[config.mk]
export PLATFORM = sky130hd
export DESIGN_NAME = mask_centroid
export DESIGN_NICKNAME = d
export VERILOG_FILES = /design/src/rtl/vp_pkg.sv /design/src/rtl/seq_div.sv /design/src/rtl/mask_centroid.sv
export SDC_FILE = /design/constraint.sdc
export NUM_CORES = 1
export LEC_CHECK = 0
export ABC_AREA = 0
export BUFFER_PORTS_ARGS = -buffer_cell sky130_fd_sc_hd__buf_2
export CAP_MARGIN = 25
export CELL_PAD_IN_SITES_DETAIL_PLACEMENT = 1
export CELL_PAD_IN_SITES_GLOBAL_PLACEMENT = 2
export CORE_MARGIN = 5
export CORE_UTILIZATION = 41
export CTS_BUF_LIST = sky130_fd_sc_hd__clkbuf_8 sky130_fd_sc_hd__clkbuf_16
export DETAILED_ROUTE_END_ITERATION = 10
export GPL_ROUTABILITY_DRIVEN = 1
export PLACE_DENSITY_LB_ADDON = 0.1
export REMOVE_ABC_BUFFERS = 1
export SYNTH_ARGS = -nofsm -noshare
export SYNTH_HDL_FRONTEND = slang
export SYNTH_SLANG_ARGS = --single-unit
[constraint.sdc]
create_clock -name clk -period 7.25 [get_ports clk]
set_input_delay 1.8125 -clock clk [delete_from_list [all_inputs] [get_ports clk]]
set_output_delay 1.8125 -clock clk [all_outputs]
set_load 0.02 [all_outputs]
[src/rtl/vp_pkg.sv]
// Shared constants and types for the video-processing path (binarize -> centroid).
package vp_pkg;
    localparam int          DEF_H_ACTIVE   = 1280;
    localparam int          DEF_V_ACTIVE   = 720;
    localparam int          X_W            = 11;
    localparam int          Y_W            = 10;
    localparam int          DEF_ACC_W      = 32;
    localparam int          DEF_CNT_W      = 20;
    localparam logic [23:0] DEF_MARK_COLOR = 24'hFF0000;

    typedef enum logic [1:0] {IDLE, DIV, DONE} state_t;
endpackage

[src/rtl/seq_div.sv]
// Restoring unsigned divider: one quotient bit per cycle, DIVIDEND_W cycles per result.
module seq_div #(
    parameter int DIVIDEND_W = 32,
    parameter int DIVISOR_W  = 20
) (
    input  logic                  clk,
    input  logic                  rst,
    input  logic                  start,
    input  logic [DIVIDEND_W-1:0] dividend,
    input  logic [DIVISOR_W-1:0]  divisor,
    output logic                  busy,
    output logic                  done,
    output logic [DIVIDEND_W-1:0] quotient
);
    localparam int CW = $clog2(DIVIDEND_W + 1);

    logic [DIVISOR_W-1:0] rem;
    logic [DIVISOR_W-1:0] dsr;
    logic [CW-1:0]        cnt;
    logic [DIVISOR_W:0]   rem_sh;
    logic [DIVISOR_W-1:0] diff;
    logic                 ge;

    // The dividend shifts out of the quotient register as quotient bits shift in.
    assign rem_sh = {rem, quotient[DIVIDEND_W-1]};
    assign ge     = rem_sh >= {1'b0, dsr};
    assign diff   = rem_sh[DIVISOR_W-1:0] - dsr;

    always_ff @(posedge clk) begin
        if (rst) begin
            rem      <= '0;
            dsr      <= '0;
            cnt      <= '0;
            quotient <= '0;
            busy     <= 1'b0;
            done     <= 1'b0;
        end else begin
            done <= 1'b0;
            if (start && !busy) begin
                rem      <= '0;
                dsr      <= divisor;
                quotient <= dividend;
                cnt      <= CW'(DIVIDEND_W);
                busy     <= 1'b1;
            end else if (busy) begin
                quotient <= {quotient[DIVIDEND_W-2:0], ge};
                rem      <= ge ? diff : rem_sh[DIVISOR_W-1:0];
                cnt      <= cnt - CW'(1);
                if (cnt == CW'(1)) begin
                    busy <= 1'b0;
                    done <= 1'b1;
                end
            end
        end
    end
endmodule

[src/rtl/mask_centroid.sv]
// Accumulates mask moments per frame, divides at frame end to get the centroid,
// and re-emits the video one cycle late with a crosshair at the last valid centroid.
module mask_centroid
    import vp_pkg::*;
#(
    parameter int          H_ACTIVE   = DEF_H_ACTIVE,
    parameter int          V_ACTIVE   = DEF_V_ACTIVE,
    parameter int          ACC_W      = DEF_ACC_W,
    parameter int          CNT_W      = DEF_CNT_W,
    parameter logic [23:0] MARK_COLOR = DEF_MARK_COLOR
) (
    input  logic           clk,
    input  logic           rst,
    input  logic           de_in,
    input  logic           h_sync_in,
    input  logic           v_sync_in,
    input  logic [23:0]    pixel_in,
    output logic [23:0]    pixel_out,
    output logic           h_sync_out,
    output logic           v_sync_out,
    output logic           de_out,
    output logic [X_W-1:0] centroid_x,
    output logic [Y_W-1:0] centroid_y,
    output logic           centroid_valid,
    output logic           overrun
);
    state_t           state;
    logic             vs_q, de_q;
    logic             frame_end, de_fall, mark_hit;
    logic [X_W-1:0]   x;
    logic [Y_W-1:0]   y;
    logic [CNT_W-1:0] m00, snap_m00;
    logic [ACC_W-1:0] m10, m01, snap_m10, snap_m01;
    logic             start_q;
    logic [ACC_W-1:0] quo_x, quo_y;
    logic             busy_x, busy_y, done_x, done_y;
    logic             unused_bits;

    assign frame_end = v_sync_in & ~vs_q;
    assign de_fall   = ~de_in & de_q;
    assign mark_hit  = centroid_valid & de_in & ((x == centroid_x) | (y == centroid_y));

    // Counters stop at the active size so malformed timing cannot wrap them.
    always_ff @(posedge clk) begin
        if (rst) begin
            vs_q <= 1'b0;
            de_q <= 1'b0;
            x    <= '0;
            y    <= '0;
            m00  <= '0;
            m10  <= '0;
            m01  <= '0;
        end else begin
            vs_q <= v_sync_in;
            de_q <= de_in;
            if (de_in) begin
                if (x != X_W'(H_ACTIVE)) x <= x + X_W'(1);
            end else if (de_q) begin
                x <= '0;
            end
            if (frame_end)
                y <= '0;
            else if (de_fall && y != Y_W'(V_ACTIVE))
                y <= y + Y_W'(1);
            if (frame_end) begin
                m00 <= '0;
                m10 <= '0;
                m01 <= '0;
            end else if (de_in && pixel_in[23]) begin
                m00 <= m00 + CNT_W'(1);
                m10 <= m10 + ACC_W'(x);
                m01 <= m01 + ACC_W'(y);
            end
        end
    end

    always_ff @(posedge clk) begin
        if (rst) begin
            pixel_out  <= '0;
            de_out     <= 1'b0;
            h_sync_out <= 1'b0;
            v_sync_out <= 1'b0;
        end else begin
            pixel_out  <= mark_hit ? MARK_COLOR : pixel_in;
            de_out     <= de_in;
            h_sync_out <= h_sync_in;
            v_sync_out <= v_sync_in;
        end
    end

    always_ff @(posedge clk) begin
        if (rst) begin
            state          <= IDLE;
            start_q        <= 1'b0;
            snap_m00       <= '0;
            snap_m10       <= '0;
            snap_m01       <= '0;
            centroid_x     <= '0;
            centroid_y     <= '0;
            centroid_valid <= 1'b0;
            overrun        <= 1'b0;
        end else begin
            start_q <= 1'b0;
            if (frame_end && state != IDLE) overrun <= 1'b1;
            case (state)
                IDLE: begin
                    if (frame_end) begin
                        // An empty mask has no centroid; keep the old position, drop valid.
                        if (m00 == '0) begin
                            centroid_valid <= 1'b0;
                        end else begin
                            snap_m00 <= m00;
                            snap_m10 <= m10;
                            snap_m01 <= m01;
                            start_q  <= 1'b1;
                            state    <= DIV;
                        end
                    end
                end
                DIV: if (done_x && done_y) state <= DONE;
                DONE: begin
                    centroid_x     <= quo_x[X_W-1:0];
                    centroid_y     <= quo_y[Y_W-1:0];
                    centroid_valid <= 1'b1;
                    state          <= IDLE;
                end
                default: state <= IDLE;
            endcase
        end
    end

    seq_div #(.DIVIDEND_W(ACC_W), .DIVISOR_W(CNT_W)) u_div_x (
        .clk      (clk),
        .rst      (rst),
        .start    (start_q),
        .dividend (snap_m10),
        .divisor  (snap_m00),
        .busy     (busy_x),
        .done     (done_x),
        .quotient (quo_x)
    );

    seq_div #(.DIVIDEND_W(ACC_W), .DIVISOR_W(CNT_W)) u_div_y (
        .clk      (clk),
        .rst      (rst),
        .start    (start_q),
        .dividend (snap_m01),
        .divisor  (snap_m00),
        .busy     (busy_y),
        .done     (done_y),
        .quotient (quo_y)
    );

    assign unused_bits = ^{quo_x[ACC_W-1:X_W], quo_y[ACC_W-1:Y_W], busy_x, busy_y};
endmodule

==> metrics.md, run 1 <==
| Metric | Value |
|---|---|
| Final Skew | `8.82 ps` |
| DR vias/cell | `5.35` |
| Hold_ws | `448 ps` |
| Worst slew pin tran | `982 ps` |
| Highest clock rate | `0.265 GHz` |
| EDFF count, synth | `0` |
| Die Wd | `225 um` |
| Sequential element share of the synthesized area | `42.5%` |
| Setup TNS | `0 ps` |
| Top cell type's share of synthesized area | `42.5%` |
| Clock tree buffer depth | `3` |
| Final hold viol count | `0` |
| Drt total wl | `51100 um` |
| Global router's overall resource usage | `20.0%` |
| Core box area | `0.0456 mm2` |
| Async set-reset flop share out of synthesis | `0%` |
| Root Buffer | `clkbuf_16` |
| WP data required | `7740 ps` |
| Rows | `78` |
| Io pins | `79` |
| Post-Syn Area | `0.0190 mm2` |
| Predominant post-synthesis flop cell | `dfxtp_1` |
| Post-synthesis register bit count | `402` |
| Die height | `225 um` |
| Yosys warns | `0` |
| Global-route wire length before repair | `84900 um` |
| Max-slew violation count | `0` |
| DRC Markers | `0` |
| Fill cells | `5463` |
| Clock Latency Late Sink | `570 ps` |
| Post-DR wirelength/cell | `17.0 um` |
| Post-synthesis cell count | `2345` |
| Sinks on Clock Net | `402` |
| Pwr dens | `232 mW/mm2` |
| Post-Syn Area per Cell | `8.08 um2` |
| Vias in the first global route | `16648` |
| Final nets | `2467` |
| VDD IR-drop max | `0.163 mV` |
| Drt pass-1 iters | `4` |
| Post-CTS Hold Buffers | `0` |
| Hpwl dp | `34700 um` |
| Hold path depth | `2` |
| Final worst-path cycle share | `52.0%` |
| Status | `finished, final reports clean` |
| CP Capture Type | `flip-flop` |
| Distinct cells, synth | `75` |
| Cell taking the most area after synthesis | `dfxtp_1` |
| GR Overflow Total | `0` |
| Crit path kind | `in2reg` |
| Initial antenna violation count | `0` |
| DIE AREA | `0.0506 mm2` |
| Largest net degree at the start of global routing | `104` |
| H-tree depth | `2` |
| Post-CTS sizing | `0` |
| Initial Util | `41.6%` |
| CTS tree | `yes` |
| Worst reg2reg path depth | `11` |
| Post-CTS setup buffers | `0` |
| Synth-to-Final Area Change | `12.7%` |
| Leakage | `7.98 nW` |
| Final Critical Period | `3770 ps` |
| Worst min-delay path category | `reg2reg` |
| PortBufs | `78` |
| Final RePlAce weighted congestion | `0.809` |
| Max cap viols | `0` |
| Clk slew on worst S/H paths | `60 ps` |
| TritonCTS Buffers | `46` |
| Via Count | `16020` |
| Initial drt markers | `592` |
| Startpoint Class | `input pin` |
| Synth top area cells | `dfxtp_1, a21oi_1, nand2_1` |
| Final setup fails | `0` |
| RSZ-0062 raised after global routing | `false` |
| Count leader, synth | `nand2_1` |
| Synth cell count leaders | `nand2_1, dfxtp_1, a21oi_1` |
| CP Data Arrival Time | `4260 ps` |
| Layout cells sized above 1 | `8.47%` |
| Critical Path Fanout Max | `50` |
| Antenna Cells | `0` |
| Antenna-violating nets left | `0` |
| Max transition margin | `34.5%` |
-- sequential cells by signal (all words and copies together), names as in the netlist, 6 cells and up --
register	count
u_div_y.quotient	32
centroid_y	10
u_div_y.dsr	20
pixel_out	24
centroid_x	11
m01	32
u_div_x.cnt	6
m00	20
u_div_x.rem	20
u_div_y.rem	20
u_div_y.cnt	6
snap_m00	20
u_div_x.quotient	32
snap_m01	32
x	11
snap_m10	32
y	10
u_div_x.dsr	20
m10	32
-- critical path, stage by stage --
cell and delay [ps]:
buf_2 80, nor2b_1 330, nand2b_1 120, nor2_1 340, and2_2 630, buf_4 570
nand2_1 150, a21oi_1 150
-- per-layer routing --
metal | up-vias | global-route usage [%] | share of wire, %
met3 | 72 | 3.44 | 3.5
met1 | 7740 | 25.8 | 47
met2 | 176 | 34.4 | 47
met5 | - | 0 | 0
met4 | 0 | 5.68 | 2.1
li1 | 8032 | - | -
-- power by group --
part | leakage (nW) | switching [mW] | internal (mW)
clock network | 0.809 | 0.940 | 1.44
registers | 3.25 | 0.0152 | 2.23
logic | 3.92 | 0.209 | 0.116
total | 7.98 | 1.16 | 3.78
-- stage by stage --
| stage | setup slack, ps | cells | util [%] | cell area (um2) | power (mW) |
|---|---|---|---|---|---|
| CTS | 3470 | 2996 | 46.8 | 21300 | 5.04 |
| global placement | 2990 | 2912 | 43.3 | 19700 | 2.61 |
| global route | 3240 | 2997 | 46.9 | 21400 | 5.15 |
| finish | 3480 | 2997 | 46.9 | 21400 | 4.95 |
| floorplan | 2780 | 2220 | - | 18400 | 2.50 |
| detailed placement | 2860 | 2914 | 43.4 | 19800 | 2.61 |
-- layout by cell type (no fill, tap or decap), types with 47 or more instances in the layout --
cell,n
buf_2,77
mux2i_1,79
xor2_1,67
inv_1,84
clkbuf_16,47
dfxtp_1,399
ha_1,71
nor2_1,272
nand2_1,414
a21oi_1,312
nand3_1,50
xnor2_1,62
o21ai_0,65
-- layout make-up --
type / count / area (um2) / area share [%]
inverter: 76 / 285 / 1.34
clock inverter: 19 / 165 / 0.773
tap: 600 / 751 / 3.51
sequential: 402 / 8060 / 37.7
multi-input combinational: 1742 / 10100 / 47.4
clock buffer: 63 / 1400 / 6.54
timing repair buffer: 95 / 587 / 2.75
-- cell families (layout without fill, tap and decap cells) --
kind of cell / count (synthesis) / after routing / synth area share [%]
AND/OR/NAND/NOR: 925 / 925 / 21.3
adder cells (fa/ha/maj): 75 / 75 / 5.11
XOR/XNOR: 129 / 129 / 5.96
AO/OA/AOI/OAI: 533 / 533 / 16.7
multiplexers: 80 / 80 / 4.23
buffers and inverters: 201 / 253 / 4.24
flip-flops: 402 / 402 / 42.5
-- path summary, 6_finish.rpt --
kind                               start                          end  slack (ps)
max                            v_sync_in    snap_m01[21]$_SDFFE_PP0P_        3480
min                 overrun$_SDFFE_PP0P_         overrun$_SDFFE_PP0P_         450
max reg2reg  u_div_x.dsr[7]$_SDFFE_PP0P_  u_div_x.rem[0]$_SDFFE_PP0P_        4030
min reg2reg         overrun$_SDFFE_PP0P_         overrun$_SDFFE_PP0P_         450
No activity file was read; power rests on OpenSTA's default activity.
==> run 2: changes to the inputs <==
--- a/config.mk
+++ b/config.mk
@@ -5,13 +5,13 @@
 export SDC_FILE = /design/constraint.sdc
 export NUM_CORES = 1
 export LEC_CHECK = 0
-export ABC_AREA = 0
+export ABC_AREA = 1
 export BUFFER_PORTS_ARGS = -buffer_cell sky130_fd_sc_hd__buf_2
 export CAP_MARGIN = 25
 export CELL_PAD_IN_SITES_DETAIL_PLACEMENT = 1
 export CELL_PAD_IN_SITES_GLOBAL_PLACEMENT = 2
 export CORE_MARGIN = 5
-export CORE_UTILIZATION = 41
+export CORE_UTILIZATION = 35
 export CTS_BUF_LIST = sky130_fd_sc_hd__clkbuf_8 sky130_fd_sc_hd__clkbuf_16
 export DETAILED_ROUTE_END_ITERATION = 10
 export GPL_ROUTABILITY_DRIVEN = 1
==> constraint.sdc (replaced) <==
create_clock -name clk -period 3.6 [get_ports clk]
set_input_delay 0.9 -clock clk [delete_from_list [all_inputs] [get_ports clk]]
set_output_delay 0.9 -clock clk [all_outputs]
set_load 0.02 [all_outputs]
==> run 2 against run 1 <==
Setup slack worse by 2500 ps. First-iteration DRC count up 42%. Via count up 19%. Sequential power up 110%. Sequential share of layout area down 3.0 points. Worst hold slack better by 7.3 ps. Routed wire length up 24%. Global-route usage down 0.16 points. Register-to-register slack worse by 3000 ps. Clock skew up 3.1 ps.
==> metrics.md, run 2 <==
| Metric | Value |
|---|---|
| Status | `finished, final reports clean (unchanged)` |
| Vias in the first global route | `19725 (was 16648)` |
| Yosys warns | `0 (unchanged)` |
| Global router's overall resource usage | `19.8% (was 20.0%)` |
| Fill cells | `7368 (was 5463)` |
| CP Capture Type | `flip-flop (unchanged)` |
| Clock Power Share | `41.9% (was 48.1%)` |
| Hpwl dp | `46300 um (was 34700 um)` |
| Max-slew violation count | `0 (unchanged)` |
| Drt pass-1 iters | `5 (was 4)` |
| Highest clock rate | `0.385 GHz` |
| PortBufs | `78 (unchanged)` |
| Post-Syn Area | `0.0204 mm2 (was 0.0190 mm2)` |
| Switch share | `30.5% (was 23.5%)` |
| Combinational power share | `19.2% (was 6.6%)` |
| Root Buffer | `clkbuf_16 (unchanged)` |
| Initial antenna violation count | `0 (unchanged)` |
| Final RePlAce weighted congestion | `0.842 (was 0.809)` |
| Final hold viol count | `0 (unchanged)` |
| Synth-to-Final Area Change | `13.8% (was 12.7%)` |
| Initial Util | `35.3% (was 41.6%)` |
| Psw | `3.63 mW (was 1.16 mW)` |
| Leakage | `10.5 nW (was 7.98 nW)` |
| Top cell type's share of synthesized area | `39.5% (was 42.5%)` |
| DR vias/cell | `4.99 (was 5.35)` |
| Worst slew pin tran | `750 ps (was 982 ps)` |
| Sequential element share of the synthesized area | `39.5% (was 42.5%)` |
| Crit-path most repeated cell | `nand2_1` |
| Largest net degree at the start of global routing | `86 (was 104)` |
| Io pins | `79 (unchanged)` |
| Max cap viols | `0 (unchanged)` |
| CP Data Arrival Time | `3120 ps (was 4260 ps)` |
| Most frequent cells in the layout | `nand2_1, inv_1, dfxtp_1, a21oi_1, nor2_1 (was nand2_1, dfxtp_1, a21oi_1, nor2_1, inv_1)` |
| Startpoint Class | `flip-flop (was input pin)` |
| Post-synthesis cell count | `2986 (was 2345)` |
| Clock Latency Late Sink | `600 ps (was 570 ps)` |
| Post-synthesis register bit count | `402 (unchanged)` |
| GR Overflow Total | `0 (unchanged)` |
| TritonCTS Buffers | `48 (was 46)` |
| Synth cell count leaders | `nand2_1, inv_1, dfxtp_1 (was nand2_1, dfxtp_1, a21oi_1)` |
| Final Skew | `11.9 ps (was 8.82 ps)` |
| Clk slew on worst S/H paths | `60 ps (about the same)` |
| Max transition margin | `49.9% (was 34.5%)` |
| Post-CTS setup buffers | `0 (unchanged)` |
| Cell taking the most area after synthesis | `dfxtp_1 (unchanged)` |
| Initial drt markers | `843 (was 592)` |
| Setup TNS | `0 ps (unchanged)` |
| Final Critical Period | `2590 ps` |
| Die Wd | `251 um (was 225 um)` |
| Post-CTS Hold Buffers | `0 (unchanged)` |
| Final nets | `3138 (was 2467)` |
| CTS tree | `yes (unchanged)` |
| Drt total wl | `63400 um (was 51100 um)` |
| Worst-path cell chain | `inv_1, ha_1, nand2_1, inv_1, nand2_1, nor3_1, nand2_1, nand2_2, nand2_4, nand2_2, nand2_1, nand2_1, nand2_1, a21oi_1 (was buf_2, nor2b_1, nand2b_1, nor2_1, and2_2, buf_4, nand2_1, a21oi_1)` |
| Fin cells | `3835 (was 2997)` |
| Dpl cells | `3749 (was 2914)` |
| Synth top area cells | `dfxtp_1, nand2_1, inv_1 (was dfxtp_1, a21oi_1, nand2_1)` |
| Predominant post-synthesis flop cell | `dfxtp_1 (unchanged)` |
| RSZ-0062 raised after global routing | `false (unchanged)` |
| Core box area | `0.0577 mm2 (was 0.0456 mm2)` |
| Post-CTS sizing | `0 (unchanged)` |
| Layout cells sized above 1 | `7.65% (was 8.47%)` |
| Final worst-path cycle share | `72.1%` |
| Post-DR wirelength/cell | `16.5 um (was 17.0 um)` |
| Clock tree buffer depth | `3 (unchanged)` |
| Worst min-delay path category | `reg2reg (unchanged)` |
| Final setup fails | `0 (unchanged)` |
| Sinks on Clock Net | `402 (unchanged)` |
| Via Count | `19142 (was 16020)` |
| Flop2flop setup slack | `1010 ps (was 4030 ps)` |
| Antenna Cells | `0 (unchanged)` |
| WP data required | `4120 ps (was 7740 ps)` |
| H-tree depth | `2 (unchanged)` |
| Reg power frac | `38.9% (was 45.3%)` |
| VDD IR-drop max | `0.369 mV (was 0.163 mV)` |
| Die height | `251 um (was 225 um)` |
| DIE AREA | `0.0632 mm2 (was 0.0506 mm2)` |
| Most common cell after layout, fill and taps aside | `nand2_1 (unchanged)` |
| Distinct cells, synth | `51 (was 75)` |
| Critical path's slowest cell | `ha_1 (was and2_2)` |
| Count leader, synth | `nand2_1 (unchanged)` |
| Crit-path max cell delay | `390 ps (was 630 ps)` |
| Async set-reset flop share out of synthesis | `0% (unchanged)` |
| Antenna-violating nets left | `0 (unchanged)` |
| Global-route wire length before repair | `104000 um (was 84900 um)` |
| DRC Markers | `0 (unchanged)` |
| Pint | `8.29 mW (was 3.78 mW)` |
| Pwr dens | `514 mW/mm2 (was 232 mW/mm2)` |
| Crit path kind | `reg2reg (was in2reg)` |
| Critical Path Fanout Max | `18 (was 50)` |
| Rows | `88 (was 78)` |
| EDFF count, synth | `0 (unchanged)` |
| Post-Syn Area per Cell | `6.83 um2 (was 8.08 um2)` |
## run 2: path summary, 6_finish.rpt
check / from / endpoint / depth (start not counted)
worst max-delay path: u_div_y.dsr[12]$_SDFFE_PP0P_ / u_div_y.rem[19]$_SDFFE_PP0P_ / 14
worst min-delay path: snap_m01[10]$_SDFFE_PP0P_ / snap_m01[10]$_SDFFE_PP0P_ / 2
worst max register to register: u_div_y.dsr[12]$_SDFFE_PP0P_ / u_div_y.rem[19]$_SDFFE_PP0P_ / 14
worst min register to register: snap_m01[10]$_SDFFE_PP0P_ / snap_m01[10]$_SDFFE_PP0P_ / 2
## run 2: layout make-up
| type | count | area, um2 | share of cell area (%) |
|---|---|---|---|
| Inverter | 459 | 1730 | 7.45 |
| Multi-Input combinational cell | 2012 | 10100 | 43.7 |
| Timing Repair Buffer | 111 | 701 | 3.02 |
| Sequential cell | 402 | 8050 | 34.7 |
| Clock buffer | 60 | 1380 | 5.94 |
| Tap cell | 765 | 957 | 4.12 |
| Clock inverter | 26 | 251 | 1.08 |
## run 2: cell families after synthesis
logic type      count (synthesis)  share of synthesized area (%)
buf+inv                       572                           10.9
compound gates                604                           15.7
simple gates                 1282                           27.0
fa+ha+maj                      75                           4.75
xor+xnor                       51                           2.19
flops                         402                           39.5
## run 2: per-stage QoR
| step | total power, mW | hold WS, ps | worst slack [ps] | cell area [um2] | util [%] |
|---|---|---|---|---|---|
| CTS | 12.1 | 459 | 988 | 23200 | 40.2 |
| floorplan | 6.27 | 424 | 178 | 19900 | - |
| detailed placement | 7.05 | 450 | 815 | 21600 | 37.4 |
| global route | 12.6 | 472 | 746 | 23200 | 40.2 |
| finish | 11.9 | 455 | 1010 | 23200 | 40.2 |
| global placement | 7.00 | 443 | 925 | 21600 | 37.4 |
## run 2: metal layers
layer / global-route usage [%] / vias up / routed length [um]
met3: 2.79 / 75 / 2210
met2: 33.7 / 220 / 29300
li1: - / 9662 / -
met4: 4.63 / 0 / 1270
met5: 0 / - / 0
met1: 26.8 / 9185 / 30700
## run 2: power by group through the flow
stage | sequential [mW] | combinational [mW] | clock [mW]
floorplan | 4.74 | 1.53 | 0
global placement | 4.74 | 2.26 | 0
detailed placement | 4.74 | 2.31 | 0
CTS | 4.64 | 2.33 | 5.17
global route | 4.65 | 2.59 | 5.34
finish | 4.64 | 2.29 | 4.99
## run 2: critical path, delay by kind of cell (launching register included)
family | cells | cell delay, ps
simple gates | 10 | 1500
fa+ha+maj | 1 | 390
buf+inv | 2 | 200
flops | 1 | 310
compound gates | 1 | 130
